===== src/rtl/alu_writeback_stage.sv =====
// alu_writeback_stage
//   Registered stage behind the 16-bit ALU. Each accepted ALU result is
//   captured with its derived {C,V,N,Z} flags and destination address into a
//   2-entry FIFO skid buffer and offered to register-file writeback over a
//   valid/ready handshake. The architectural flag register is updated only
//   when an entry with set_flags=1 is dequeued (committed).
//
//   Optional feature macro: ALU_WB_DIV0_TRAP_EN
//     defined   : a div (op 5) with operand_b==0 is handshaken, dropped, and
//                 raises sticky div0_err (cleared by div0_clr, set wins).
//     undefined : divides are enqueued normally, div0_err is tied 0.
//
// Ports
//   clk, rst          rising-edge clock, synchronous active-high reset
//   in_valid/in_ready upstream handshake; in_ready depends on state only
//   alu_*             ALU result and adder flags
//   op_select         opcode of the result (0 add .. 5 div, 6/7 illegal)
//   operand_b         ALU b operand (divide-by-zero detection only)
//   dest_addr         destination register of the result
//   set_flags         committing this entry updates the flag register
//   wb_valid/wb_ready downstream writeback handshake
//   wb_data/wb_addr   head entry; held while stalled or empty
//   flags             architectural {C,V,N,Z}
//   occupancy         entries held, 0..2
//   illegal_op        sticky: an op 6/7 was accepted
//   div0_err/div0_clr sticky divide-by-zero and its clear
module alu_writeback_stage #(
  parameter int ADDR_W = 3,
  parameter int DEPTH  = 2
) (
  input  logic              clk,
  input  logic              rst,
  input  logic              in_valid,
  output logic              in_ready,
  input  logic [15:0]       alu_result,
  input  logic              alu_cout,
  input  logic              alu_overflow,
  input  logic              alu_no,
  input  logic              alu_zo,
  input  logic [2:0]        op_select,
  input  logic [15:0]       operand_b,
  input  logic [ADDR_W-1:0] dest_addr,
  input  logic              set_flags,
  output logic              wb_valid,
  input  logic              wb_ready,
  output logic [15:0]       wb_data,
  output logic [ADDR_W-1:0] wb_addr,
  output logic [3:0]        flags,
  output logic [1:0]        occupancy,
  output logic              illegal_op,
  output logic              div0_err,
  input  logic              div0_clr
);

  if (DEPTH != 2) begin : g_depth_check
    $error("alu_writeback_stage: DEPTH must be 2");
  end

  typedef struct packed {
    logic [15:0]       data;
    logic [ADDR_W-1:0] addr;
    logic [3:0]        flg;   // {C,V,N,Z}
    logic              set_flags;
  } entry_t;

  entry_t            mem [2];
  entry_t            new_entry;
  logic [1:0]        count, count_nxt, remain;
  logic              rd_ptr, wr_ptr;
  logic              push, pop, enq, illegal_in, trap;
  logic [15:0]       wb_data_q;
  logic [ADDR_W-1:0] wb_addr_q;
  logic [3:0]        flags_q;
  logic              illegal_q;

  // in_ready comes straight off the count register, so a pop in the same
  // cycle never frees space for a push until the following cycle.
  assign in_ready   = (count != 2'd2);
  assign wb_valid   = (count != 2'd0);
  assign occupancy  = count;
  assign push       = in_valid & in_ready;
  assign pop        = wb_valid & wb_ready;
  assign illegal_in = op_select[2] & op_select[1];
  assign enq        = push & ~illegal_in & ~trap;

  // Adder ops carry the ALU's own flags; logic/mul/div derive N,Z from the
  // result and report no carry/overflow.
  always_comb begin
    new_entry.data      = alu_result;
    new_entry.addr      = dest_addr;
    new_entry.set_flags = set_flags;
    if (op_select == 3'd0 || op_select == 3'd1)
      new_entry.flg = {alu_cout, alu_overflow, alu_no, alu_zo};
    else
      new_entry.flg = {1'b0, 1'b0, alu_result[15], (alu_result == 16'h0000)};
  end

  assign count_nxt = count + {1'b0, enq} - {1'b0, pop};
  // Entries still held after this cycle's pop, before the push lands.
  assign remain    = count - {1'b0, pop};

  always_ff @(posedge clk) begin
    if (rst) begin
      count  <= 2'd0;
      rd_ptr <= 1'b0;
      wr_ptr <= 1'b0;
    end else begin
      count <= count_nxt;
      if (pop) rd_ptr <= ~rd_ptr;
      if (enq) begin
        mem[wr_ptr] <= new_entry;
        wr_ptr      <= ~wr_ptr;
      end
    end
  end

  // Output registers track the head entry so the presented data never moves
  // while stalled, and simply hold when the buffer drains.
  always_ff @(posedge clk) begin
    if (rst) begin
      wb_data_q <= 16'h0000;
      wb_addr_q <= '0;
    end else if (count_nxt != 2'd0) begin
      if (remain == 2'd0) begin
        wb_data_q <= new_entry.data;
        wb_addr_q <= new_entry.addr;
      end else begin
        wb_data_q <= mem[rd_ptr ^ pop].data;
        wb_addr_q <= mem[rd_ptr ^ pop].addr;
      end
    end
  end

  always_ff @(posedge clk) begin
    if (rst) begin
      flags_q   <= 4'h0;
      illegal_q <= 1'b0;
    end else begin
      if (pop && mem[rd_ptr].set_flags) flags_q <= mem[rd_ptr].flg;
      if (push && illegal_in) illegal_q <= 1'b1;
    end
  end

  assign wb_data    = wb_data_q;
  assign wb_addr    = wb_addr_q;
  assign flags      = flags_q;
  assign illegal_op = illegal_q;

`ifdef ALU_WB_DIV0_TRAP_EN
  logic div0_q;
  assign trap = push & (op_select == 3'd5) & (operand_b == 16'h0000);
  always_ff @(posedge clk) begin
    if (rst)           div0_q <= 1'b0;
    else if (trap)     div0_q <= 1'b1;
    else if (div0_clr) div0_q <= 1'b0;
  end
  assign div0_err = div0_q;
`else
  logic unused_div0;
  assign unused_div0 = ^{operand_b, div0_clr};
  assign trap        = 1'b0;
  assign div0_err    = 1'b0;
`endif

endmodule


===== config.mk =====
export PLATFORM = sky130hd
export DESIGN_NAME = alu_writeback_stage
export DESIGN_NICKNAME = d
export VERILOG_FILES = /design/src/rtl/alu_writeback_stage.sv
export SDC_FILE = /design/constraint.sdc
export NUM_CORES = 1
export LEC_CHECK = 0
export CAP_MARGIN = 10
export CORE_ASPECT_RATIO = 1.75
export CORE_MARGIN = 2
export CORE_UTILIZATION = 27
export CTS_CLUSTER_DIAMETER = 30
export DETAILED_ROUTE_END_ITERATION = 7
export GPL_TIMING_DRIVEN = 0
export PLACE_DENSITY = 0.46
export SYNTH_ARGS = -nofsm -noshare
export SYNTH_HDL_FRONTEND = slang
export SYNTH_SLANG_ARGS = --single-unit

===== constraint.sdc =====
create_clock -name clk -period 5.7 [get_ports clk]
set_input_delay 1.14 -clock clk [delete_from_list [all_inputs] [get_ports clk]]
set_output_delay 1.14 -clock clk [all_outputs]
set_load 0.01 [all_outputs]

==> summary.md <==
| Metric | Value |
|---|---|
| Worst setup path start | op_select[1] |
| Run status | complete, no violations |
| PwrDens | 493 mW/mm2 |
| Int Pwr | 1370 uW |
| Worst-path maximum fanout | 10 |
| Final hold slack | 0.481 ns |
| Final Cell Area | 0.00409 mm2 |
| Worst path max stage delay | 0.49 ns |
| Logic pwr share | 0.352 |
| Initial Util | 0.278 |
| Final hold vios | 0 |
| TritonRoute pass-1 iters | 4 |
| Initial antenna violation count | 0 |
| # diodes | 0 |
| Top-count cell post-synth | edfxtp_1 |
| Reg2reg end | wb_data[1]$_SDFFE_PP0P_ |
| Post-synth ARST share | 0 |
| Post-Synthesis Cells | 239 |
| CTS tree | built |
| Crit start category | primary input |
| Largest net degree at the start of global routing | 14 |
| Post-DP HPWL | 5.16 mm |
| Nets | 360 |
| Crit-path cells | clkdlybuf4s50_1, nand2_1, nand3_1, a21oi_1, ha_1, xnor2_1, xnor2_2, a21oi_2, buf_2, a22o_2 |
| First-pass GRT wire length | 11.7 mm |
| Final period utilization | 0.594 |
| Tmin final | 3.39 ns |
| Seq cells post-synth | 77 |
| DIE HEIGHT | 143 um |
| Kind of critical path | in -> reg |
| Total gr overflow | 0 |
| Crit path DAT | 3.66 ns |
| DR vias | 2116 |
| Slowest CP cell | clkdlybuf4s50_1 |
| Mapped Area | 0.00300 mm2 |
| Syn Area/Cell | 12.5 um2 |
| # fillers | 1074 |
| Clk root buf | clkbuf_16 |
| Yosys cell types | 37 |
| Iteration-0 DRC Markers | 146 |
| Die Wd | 83.6 um |
| RSZ-0062 raised after global routing | false |
| Share of power burned in registers | 0.364 |
| Post-DP Area | 0.00379 mm2 |
| Net load switching power | 645 uW |
| Slew @ Worst Pin | 0.985 ns |
| Final ANT Viol Nets | 0 |
| CP bufs+invs | 2 |
| IO Count | 77 |
| Worst path required time | 5.98 ns |
| Synth Net Count | 288 |
| Worst skew pair latency | 0.34 ns |
| Worst Skew | 0.00920 ns |
| Post-synthesis sequential area ratio | 0.675 |
| Setup TNS | 0 ns |
| # clock sinks | 77 |
| Element type at the critical path end | flop |
| Sw frac | 0.320 |
| Leak | 0.00146 uW |
| CTS buffer count | 9 |
| Util after Layout | 0.380 |
| Rel. slew slack | 0.339 |
| Synth top area share | 0.481 |
| Largest area contributor in the netlist | edfxtp_1 |
| Row Count | 50 |
| Synth top area cells | edfxtp_1 48%, dfxtp_1 19%, a22o_2 6.0%, nand2_1 5.0%, a31oi_1 4.0% |
| Clock network power share | 0.284 |
| Max Buffers Root-to-Sink | 2 |
| H-tree depth | 3 |
| Core Area | 0.0108 mm2 |
| Max Cap Viol | 0 |
| Die ar. | 0.0120 mm2 |
| Primary FF master, synth | edfxtp_1 |
| Routed length per instance | 16.5 um |
| Share of cells above drive strength 1 | 0.161 |
| Cts hold-fix bufs | 0 |
| Number of vias per cell | 4.74 |
| Final setup viols | 0 |
| Port Buffers | 57 |
| Slew Limit Fails | 0 |
| Worst-path clk slew | 0.06 ns |
| Post-synth EDFFs | 48 |
| CP Depth | 10 |
| Resize count post-CTS | 0 |
| CP top delay family | buffers and inverters |
| Top cells by count, synth | 48 x edfxtp_1, 40 x nand2_1, 31 x nor2_1 |
| Final wirelength | 7.38 mm |
| RePlAce Congestion | 0.688 |
| R2r worst-path depth | 9 |
| R2r setup slk | 3.07 ns |
| Worst min path class | reg -> reg |
| Vias in the first global route | 2153 |
| Fmax | 295 MHz |
| Total GRT Usage | 0.129 |
| DRC | 0 |
| R2R Path Start | occupancy[0]$_SDFF_PP0_ |
| Area delta synth->final | 36.5% |
| Post-CTS Setup Repair Bufs | 0 |
| Worst setup path end | wb_data[1]$_SDFFE_PP0P_ |
| Yosys Warn Count | 0 |
| Maximum VDD drop | 230 uV |
## metal layers
| metal | part of all wire | track usage | wire (um) |
|---|---|---|---|
| met5 | 0 | 0 | 0 |
| met4 | 0.021 | 0.0637 | 152 |
| met3 | 0.034 | 0.0270 | 249 |
| met2 | 0.52 | 0.222 | 3860 |
| met1 | 0.42 | 0.153 | 3120 |
## power by group through the flow
| stage | logic, uW | registers [uW] | clock network (uW) |
|---|---|---|---|
| 6_report | 710 | 734 | 574 |
| 5_1_grt | 782 | 745 | 609 |
| 4_1_cts | 724 | 736 | 588 |
| 3_5_place_dp | 718 | 747 | 0 |
| 3_3_place_gp | 707 | 749 | 0 |
| 2_1_floorplan | 399 | 766 | 0 |
## through the flow
step | cells | total power, uW | setup WS [ns]
global route | 446 | 2140 | 2.13
CTS | 446 | 2050 | 2.29
global placement | 426 | 1460 | 0.186
detailed placement | 430 | 1460 | 1.96
floorplan | 239 | 1170 | 2.00
finish | 446 | 2020 | 2.31
## worst min-delay path by stage
| stage | to | from | slack [ns] | cells after the start |
|---|---|---|---|---|
| 6_report | wb_data[12]$_SDFFE_PP0P_ | wb_data[12]$_SDFFE_PP0P_ | 0.48 | 1 |
| 5_1_grt | wb_addr[0]$_SDFFE_PP0P_ | wb_addr[0]$_SDFFE_PP0P_ | 0.50 | 1 |
| 4_1_cts | illegal_op$_SDFFE_PP0P_ | illegal_op$_SDFFE_PP0P_ | 0.49 | 2 |
| 3_5_place_dp | wb_data[0]$_SDFFE_PP0P_ | wb_data[0]$_SDFFE_PP0P_ | 0.47 | 1 |
| 3_3_place_gp | illegal_op$_SDFFE_PP0P_ | illegal_op$_SDFFE_PP0P_ | 0.46 | 2 |
| 2_1_floorplan | wr_ptr$_SDFFE_PP0P_ | wr_ptr$_SDFFE_PP0P_ | 0.49 | 2 |
## cells in the final DEF (no fill, tap or decap), types with 2 or more instances in the layout
master / count
clkdlybuf4s50_1: 57
edfxtp_1: 48
nand2_1: 40
nor2_1: 31
dfxtp_1: 29
a31oi_1: 19
a22o_2: 18
clkbuf_16: 9
clkbuf_1: 8
mux2i_1: 5
nor4_1: 4
buf_6: 4
a211oi_1: 4
xor2_1: 3
and2_1: 2
inv_1: 2
a21oi_1: 2
xnor2_1: 2
buf_2: 2
clkinvlp_4: 2
## sequential cells by signal, summed over array words and instances (netlist names), named ones only
register / cells
flags: 4
illegal_op: 1
mem: 48
occupancy: 2
rd_ptr: 1
wb_addr: 3
wb_data: 16
wr_ptr: 1
## logic make-up after synthesis
group                      after synthesis  share of synthesized area
and+or+nand+nor                         84                      0.120
DFF                                     77                      0.675
AOI/OAI and AO/OA                       51                      0.139
buffers and inverters                   13                     0.0209
xor gates and xnor gates                 6                     0.0200
muxes                                    6                     0.0205
adders and majority gates                1                    0.00417
other                                    1                    0.00125
## final cells by class
class                           instances  area, um2  share of cell area
Multi-Input combinational cell        149        922               0.225
Clock inverter                          5       58.8              0.0144
Tap cell                              130        163              0.0398
Sequential cell                        77       2020               0.494
Timing Repair Buffer                   61        619               0.151
Clock buffer                           11        243              0.0593
Inverter                                2       7.51             0.00184
Buffer                                 11       55.1              0.0135
(Power assumes the default switching activity.)
